===== src/rtl/sprite_sdr_arb_if.sv =====
// ============================================================================
// Module   : sprite_sdr_arb_if
// Purpose  : Bundle of the two requester ports and the SDRAM read channel
//            served by sprite_sdr_arb.
// Revision : 1.0 - initial release
// ============================================================================
`default_nettype none

interface sprite_sdr_arb_if;
  logic        a_req;
  logic [24:0] a_addr;
  logic        a_rdy;
  logic [63:0] a_data;
  logic        a_busy;
  logic        b_req;
  logic [24:0] b_addr;
  logic        b_rdy;
  logic [63:0] b_data;
  logic        b_busy;
  logic        sdr_req;
  logic [24:0] sdr_addr;
  logic [63:0] sdr_data;
  logic        sdr_rdy;
  logic [7:0]  retries;

  // Environment side: requesters plus the SDRAM controller
  modport master (
    output a_req, a_addr, b_req, b_addr, sdr_data, sdr_rdy,
    input  a_rdy, a_data, a_busy, b_rdy, b_data, b_busy, sdr_req, sdr_addr, retries
  );

  // Arbiter side
  modport slave (
    input  a_req, a_addr, b_req, b_addr, sdr_data, sdr_rdy,
    output a_rdy, a_data, a_busy, b_rdy, b_data, b_busy, sdr_req, sdr_addr, retries
  );
endinterface

`default_nettype wire


===== src/rtl/sprite_sdr_arb.sv =====
// ============================================================================
// Module   : sprite_sdr_arb
// Purpose  : Two-port (A>B, B starvation guard) arbiter for the 64-bit
//            sprite-ROM SDRAM read channel with a response watchdog.
// Revision : 1.0 - initial release
// ============================================================================
`default_nettype none

module sprite_sdr_arb #(
  parameter int STARVE_LIMIT = 4,
  parameter int TIMEOUT      = 255
) (
  input  wire logic           clk,
  input  wire logic           reset,
  sprite_sdr_arb_if.slave     bus
);

  localparam logic [0:0] c_st_idle   = 1'b0;
  localparam logic [0:0] c_st_wait   = 1'b1;
  localparam logic [7:0] c_starve    = 8'(STARVE_LIMIT);
  localparam logic [7:0] c_timeout   = 8'(TIMEOUT);
  localparam bit         c_wd_enable = (TIMEOUT != 0);

  logic [0:0]  r_state;
  logic [0:0]  w_next_state;
  logic        r_pend_a;
  logic        r_pend_b;
  logic [24:0] r_addr_a;
  logic [24:0] r_addr_b;
  logic        r_owner_b;
  logic [7:0]  r_starve_cnt;
  logic [7:0]  r_wd_cnt;
  logic        r_sdr_req;
  logic [24:0] r_sdr_addr;
  logic        r_a_rdy;
  logic        r_b_rdy;
  logic [63:0] r_a_data;
  logic [63:0] r_b_data;
  logic [7:0]  r_retries;

  logic        w_grant_a;
  logic        w_grant_b;
  logic        w_done;
  logic        w_timeout;

  always_ff @(posedge clk) begin
    if (reset) begin
      r_state <= c_st_idle;
    end else begin
      r_state <= w_next_state;
    end
  end

  always_comb begin
    w_next_state = r_state;
    case (r_state)
      c_st_idle: if (w_grant_a || w_grant_b) w_next_state = c_st_wait;
      c_st_wait: if (w_done) w_next_state = c_st_idle;
      default:   w_next_state = c_st_idle;
    endcase
  end

  // Decisions only look at registered pending flags, so a request is never
  // granted in the cycle it arrives.
  always_comb begin
    w_grant_a = 1'b0;
    w_grant_b = 1'b0;
    w_done    = 1'b0;
    w_timeout = 1'b0;
    case (r_state)
      c_st_idle: begin
        if (r_pend_a && r_pend_b) begin
          if (r_starve_cnt == c_starve) w_grant_b = 1'b1;
          else                          w_grant_a = 1'b1;
        end else if (r_pend_a) begin
          w_grant_a = 1'b1;
        end else if (r_pend_b) begin
          w_grant_b = 1'b1;
        end
      end
      c_st_wait: begin
        if (bus.sdr_rdy)                              w_done    = 1'b1;
        else if (c_wd_enable && r_wd_cnt == c_timeout) w_timeout = 1'b1;
      end
      default: ;
    endcase
  end

  always_ff @(posedge clk) begin
    if (reset) begin
      r_pend_a     <= 1'b0;
      r_pend_b     <= 1'b0;
      r_addr_a     <= '0;
      r_addr_b     <= '0;
      r_owner_b    <= 1'b0;
      r_starve_cnt <= '0;
      r_wd_cnt     <= '0;
      r_sdr_req    <= 1'b0;
      r_sdr_addr   <= '0;
      r_a_rdy      <= 1'b0;
      r_b_rdy      <= 1'b0;
      r_a_data     <= '0;
      r_b_data     <= '0;
      r_retries    <= '0;
    end else begin
      r_sdr_req <= w_grant_a || w_grant_b || w_timeout;
      r_a_rdy   <= w_done && !r_owner_b;
      r_b_rdy   <= w_done && r_owner_b;

      if (w_done && !r_owner_b) r_a_data <= bus.sdr_data;
      if (w_done && r_owner_b)  r_b_data <= bus.sdr_data;

      if (w_grant_a) begin
        r_sdr_addr <= r_addr_a;
        r_owner_b  <= 1'b0;
      end else if (w_grant_b) begin
        r_sdr_addr <= r_addr_b;
        r_owner_b  <= 1'b1;
      end

      if (w_grant_a || w_grant_b || w_timeout) begin
        r_wd_cnt <= '0;
      end else if (c_wd_enable && r_state == c_st_wait && !w_done) begin
        r_wd_cnt <= r_wd_cnt + 8'd1;
      end

      if (w_timeout && r_retries != 8'hFF) r_retries <= r_retries + 8'd1;

      // A new pulse beats the grant-clear so a request landing on its own
      // grant cycle is queued rather than lost.
      if (bus.a_req) begin
        r_pend_a <= 1'b1;
        r_addr_a <= bus.a_addr;
      end else if (w_grant_a) begin
        r_pend_a <= 1'b0;
      end
      if (bus.b_req) begin
        r_pend_b <= 1'b1;
        r_addr_b <= bus.b_addr;
      end else if (w_grant_b) begin
        r_pend_b <= 1'b0;
      end

      if (!r_pend_b || w_grant_b) begin
        r_starve_cnt <= '0;
      end else if (w_grant_a && r_starve_cnt != c_starve) begin
        r_starve_cnt <= r_starve_cnt + 8'd1;
      end
    end
  end

  assign bus.sdr_req  = r_sdr_req;
  assign bus.sdr_addr = r_sdr_addr;
  assign bus.a_rdy    = r_a_rdy;
  assign bus.b_rdy    = r_b_rdy;
  assign bus.a_data   = r_a_data;
  assign bus.b_data   = r_b_data;
  assign bus.retries  = r_retries;
  assign bus.a_busy   = r_pend_a || (r_state == c_st_wait && !r_owner_b);
  assign bus.b_busy   = r_pend_b || (r_state == c_st_wait && r_owner_b);

endmodule

`default_nettype wire


===== src/flat_wrapper.sv =====
// flat-port wrapper written by rule: the top's interface ports become plain ports
module sprite_sdr_arb_flat 
#(
  parameter int STARVE_LIMIT = 4,
  parameter int TIMEOUT      = 255
)
  (clk, reset, bus_a_req, bus_a_addr, bus_b_req, bus_b_addr, bus_sdr_data, bus_sdr_rdy, bus_a_rdy, bus_a_data, bus_a_busy, bus_b_rdy, bus_b_data, bus_b_busy, bus_sdr_req, bus_sdr_addr, bus_retries);
  sprite_sdr_arb_if bus_i ();
  input  wire logic clk;
  input  wire logic reset;
  input wire logic [$bits(bus_i.a_req)-1:0] bus_a_req;
  input wire logic [$bits(bus_i.a_addr)-1:0] bus_a_addr;
  input wire logic [$bits(bus_i.b_req)-1:0] bus_b_req;
  input wire logic [$bits(bus_i.b_addr)-1:0] bus_b_addr;
  input wire logic [$bits(bus_i.sdr_data)-1:0] bus_sdr_data;
  input wire logic [$bits(bus_i.sdr_rdy)-1:0] bus_sdr_rdy;
  output wire logic [$bits(bus_i.a_rdy)-1:0] bus_a_rdy;
  output wire logic [$bits(bus_i.a_data)-1:0] bus_a_data;
  output wire logic [$bits(bus_i.a_busy)-1:0] bus_a_busy;
  output wire logic [$bits(bus_i.b_rdy)-1:0] bus_b_rdy;
  output wire logic [$bits(bus_i.b_data)-1:0] bus_b_data;
  output wire logic [$bits(bus_i.b_busy)-1:0] bus_b_busy;
  output wire logic [$bits(bus_i.sdr_req)-1:0] bus_sdr_req;
  output wire logic [$bits(bus_i.sdr_addr)-1:0] bus_sdr_addr;
  output wire logic [$bits(bus_i.retries)-1:0] bus_retries;
  assign bus_i.a_req = bus_a_req;
  assign bus_i.a_addr = bus_a_addr;
  assign bus_i.b_req = bus_b_req;
  assign bus_i.b_addr = bus_b_addr;
  assign bus_i.sdr_data = bus_sdr_data;
  assign bus_i.sdr_rdy = bus_sdr_rdy;
  assign bus_a_rdy = bus_i.a_rdy;
  assign bus_a_data = bus_i.a_data;
  assign bus_a_busy = bus_i.a_busy;
  assign bus_b_rdy = bus_i.b_rdy;
  assign bus_b_data = bus_i.b_data;
  assign bus_b_busy = bus_i.b_busy;
  assign bus_sdr_req = bus_i.sdr_req;
  assign bus_sdr_addr = bus_i.sdr_addr;
  assign bus_retries = bus_i.retries;
  sprite_sdr_arb #(.STARVE_LIMIT(STARVE_LIMIT), .TIMEOUT(TIMEOUT)) u_core (.clk(clk), .reset(reset), .bus(bus_i));
endmodule

===== config.mk =====
export PLATFORM = sky130hd
export DESIGN_NAME = sprite_sdr_arb_flat
export DESIGN_NICKNAME = d
export VERILOG_FILES = /design/src/rtl/sprite_sdr_arb_if.sv /design/src/rtl/sprite_sdr_arb.sv /design/src/flat_wrapper.sv
export SDC_FILE = /design/constraint.sdc
export NUM_CORES = 1
export LEC_CHECK = 0
export CORE_ASPECT_RATIO = 1.75
export CORE_UTILIZATION = 40
export DETAILED_ROUTE_END_ITERATION = 8
export HOLD_SLACK_MARGIN = 0.12
export PLACE_DENSITY = 0.72
export RECOVER_POWER = 50
export SLEW_MARGIN = 25
export SYNTH_ARGS = -nofsm -noshare
export SYNTH_HDL_FRONTEND = slang
export SYNTH_SLANG_ARGS = --single-unit
export TNS_END_PERCENT = 20

===== constraint.sdc =====
create_clock -name clk -period 1.94 [get_ports clk]
set_input_delay 0.194 -clock clk [delete_from_list [all_inputs] [get_ports clk]]
set_output_delay 0.194 -clock clk [all_outputs]
set_load 0.03 [all_outputs]

==> flow_summary_export.csv <==
group,metric,value,unit
outcome,status,"complete, no violations",
floorplanning,boundaryPins,285,
finish,areaGrowthSynthToFinish,47.0,%
floorplanning,width_of_the_die,114,um
routing,initialDrtViolationCount,493,
synth,synth.distinct_cells,44,
sta,min_period,1.85,ns
clock_tree,inserted_clock_buffers,22,
finish,multi_input_area,0.00375,sq mm
sta,hold_viol_final,0,
power_and_ir_drop,vdd_drop_max,0.675,mV
finish,finalNetCount,1417,
worst_hold_path,worstHoldPathType,"primary input to flip-flop",
synth,synth.yosys.warnings,0,
finish,area_occupied_by_registers,0.00469,sq mm
sta,final.period_utilization,0.953,
synth,synth.yosys.seq_area_share,0.535,
placed_design,final_estimated_routing_congestion_in_global_placement,0.781,
worst_setup_path,crit_slowest_cell,"sky130_fd_sc_hd__dfxtp_1",
routing,drt-total-wl,24800,um
synth,ys_top_cells_by_area,"sky130_fd_sc_hd__dfxtp_1, sky130_fd_sc_hd__nand2_1, sky130_fd_sc_hd__a21oi_1",
synth,yosys.cell_count.top_type,"sky130_fd_sc_hd__nand2_1",
worst_setup_path,end_kind,"primary output",
synth,synth_top_area_frac,0.535,
routing,drcViolationCount,0,
clock_tree,clk_transition_reported_paths,0.07,ns
synth,syn_avg_cell_area,8.55,sq um
synth,mappedNetlistArea,0.00875,sq mm
grt,grt_pass1_wl,38400,um
clock_tree,clock_path_buffers,3,
routing,ant_nets,0,
floorplanning,start_util,0.407,
worst_setup_path,worstPathCellList,"nand2_1 > nand2b_1 > dlygate4sd2_1",
synth,yosys-top-cells-count,"sky130_fd_sc_hd__nand2_1, sky130_fd_sc_hd__dfxtp_1, sky130_fd_sc_hd__a21oi_1, sky130_fd_sc_hd__nor2_1, sky130_fd_sc_hd__mux2i_1",
run,cap_violations,0,
placed_design,placement.io_buffers,284,
synth,synth_largest_area_cell,"sky130_fd_sc_hd__dfxtp_1",
floorplanning,die_h,198,um
placed_design,place_worst_setup_slack,0.0668,ns
worst_setup_path,setup.worst_path.start_class,"flip-flop",
sta,final.hold.worst_slack,0.266,ns
placed_design,placed_area,0.0121,sq mm
placed_design,detailedPlacementHpwl,17300,um
sta,worst_path_setup_slack_after_routing,0.0912,ns
power_and_ir_drop,static-leakage-power,4.68,nW
synth,postSynthRegisterBits,234,
synth,postSynth.topFlopCell,"sky130_fd_sc_hd__dfxtp_1",
synth,synth_cells,1023,
sta,setup_total_negative_slack,0,ns
sta,worstMarginPinSlew,1.11,ns
floorplanning,rows,71,
sta,fin_worst_skew,0.00872,ns
floorplanning,core_region_area,0.0215,sq mm
synth,postSynthNetCount,1146,
power_and_ir_drop,cellPowerDensity,888,mW/mm^2
finish,n_antenna_cell,0,
sta,setup_viol,0,
sta,timing.final.max_slew_violations,0,
clock_tree,number_of_sinks_handled_by_clock_tree_synthesis,234,
worst_setup_path,timing.critical_path.slowest_cell_delay,0.50,ns
clock_tree,tritoncts,"built",
routing,detail_route.first_pass.iterations,5,
clock_tree,cts_root_buf,"sky130_fd_sc_hd__clkbuf_16",
synth,synth_enable_flop_cells,0,
worst_setup_path,worstPathArrival,1.65,ns
clock_tree,htree_num_levels,1,
floorplanning,die_area,0.0225,sq mm
clock_tree,clkLatencyLatePin,0.50,ns
finish,stdcell_area,0.0129,sq mm
finish,nFillCells,1927,
grt,globalRouteTotalUtil,0.214,
worst_setup_path,path_max_fanout,6,
worst_setup_path,timing_worst_setup_path_type,"flip-flop to primary output",
finish,drive_above_1_share,0.0779,
power_and_ir_drop,report.power.total,11.4,mW
sta,relSlewSlack,0.261,
routing,wl_per_cell,15.5,um
worst_setup_path,worst-endpoint-required,1.75,ns
sta,clock.fmax,541,MHz
grt,number_of_global_route_vias_before_repair,7435,
grt,grt_overflow_total,0,
routing,mean_number_of_vias_per_cell,4.95,
synth,postSynth.asyncResetShare,0,
grt,antenna_found_initial,0,
routing,vias,7931,
grt,maximum_number_of_pins_on_one_net_before_global_route_repair,77,
-- kinds of logic after synthesis --
logic type	after synthesis	share of synthesized area
buf+inv	78	0.0379
flops	234	0.535
mux	52	0.0595
simple gates	459	0.215
xor+xnor	13	0.0130
fa+ha+maj	4	0.00572
compound gates	183	0.134
-- path summary, 6_finish.rpt --
| kind | slack [ns] | endpoint | start | depth (start not counted) |
|---|---|---|---|---|
| setup reg to reg | 0.12 | u_core.bus.sdr_addr[18]$_SDFFE_PP0P_ | u_core.r_starve_cnt[0]$_SDFFE_PP0P_ | 8 |
| setup / recovery | 0.09 | bus_b_busy | u_core.r_state$_SDFF_PP0_ | 3 |
| hold reg to reg | 0.45 | u_core.bus.b_data[0]$_SDFFE_PP0P_ | u_core.bus.b_data[0]$_SDFFE_PP0P_ | 2 |
| hold / removal | 0.27 | u_core.bus.b_data[34]$_SDFFE_PP0P_ | bus_sdr_data[34] | 3 |
-- report_power, final --
part	internal [mW]	total, mW	switching, mW
logic	0.726	1.59	0.866
registers	5.01	5.12	0.114
clock network	2.88	4.70	1.82
-- sequential cells by signal (all words and copies together) (netlist names) --
register             flops
u_core.bus.a_data       64
u_core.bus.b_data       64
u_core.bus.sdr_addr     25
u_core.r_addr_a         25
u_core.r_addr_b         25
u_core.bus.retries       8
u_core.r_starve_cnt      8
u_core.r_wd_cnt          8
u_core.bus.a_rdy         1
u_core.bus.b_rdy         1
u_core.bus.sdr_req       1
u_core.r_owner_b         1
u_core.r_pend_a          1
u_core.r_pend_b          1
u_core.r_state           1
-- placed cells by master (no fill, tap or decap), types with 19 or more instances in the layout --
master                            count
sky130_fd_sc_hd__mux2i_1             52
sky130_fd_sc_hd__nand2_1            314
sky130_fd_sc_hd__buf_4               19
sky130_fd_sc_hd__a311oi_2            19
sky130_fd_sc_hd__clkbuf_16           23
sky130_fd_sc_hd__nor2_1              96
sky130_fd_sc_hd__a21oi_1            139
sky130_fd_sc_hd__clkdlybuf4s50_1    270
sky130_fd_sc_hd__dfxtp_1            232
-- cell type report --
type / count / share of cell area
Clock buffer: 31 / 0.0510
Clock inverter: 8 / 0.0109
Inverter: 7 / 0.00204
Multi-Input combinational cell: 711 / 0.292
Sequential cell: 234 / 0.365
Tap cell: 292 / 0.0284
Timing Repair Buffer: 318 / 0.251
-- critical path, delay by kind of cell, from the launching register on --
kind / cells / cell delay (ns)
simple gates: 2 / 0.20
flops: 1 / 0.50
buf+inv: 1 / 0.45
-- stage by stage --
stage,utilization,instances
after floorplan,-,1023
after global placement,0.561,1558
after detailed placement,0.561,1558
after CTS,0.598,1598
after global routing,0.598,1601
final,0.598,1601
-- timing repair --
item / 4_1_cts / 5_1_grt
resized for setup: 2 / 3
endpoints found under the setup margin: 2 / 21
hold buffers: 1 / 0
pin swaps: 0 / 1
setup buffers: 0 / 3
endpoints found under the hold margin: 28 / 0
-- metal layers --
metal	GRT usage	routed length [um]
met5	0	0
met3	0.0503	1860
met4	0.0702	663
met2	0.399	13000
met1	0.234	9280
(Power assumes the default switching activity.)
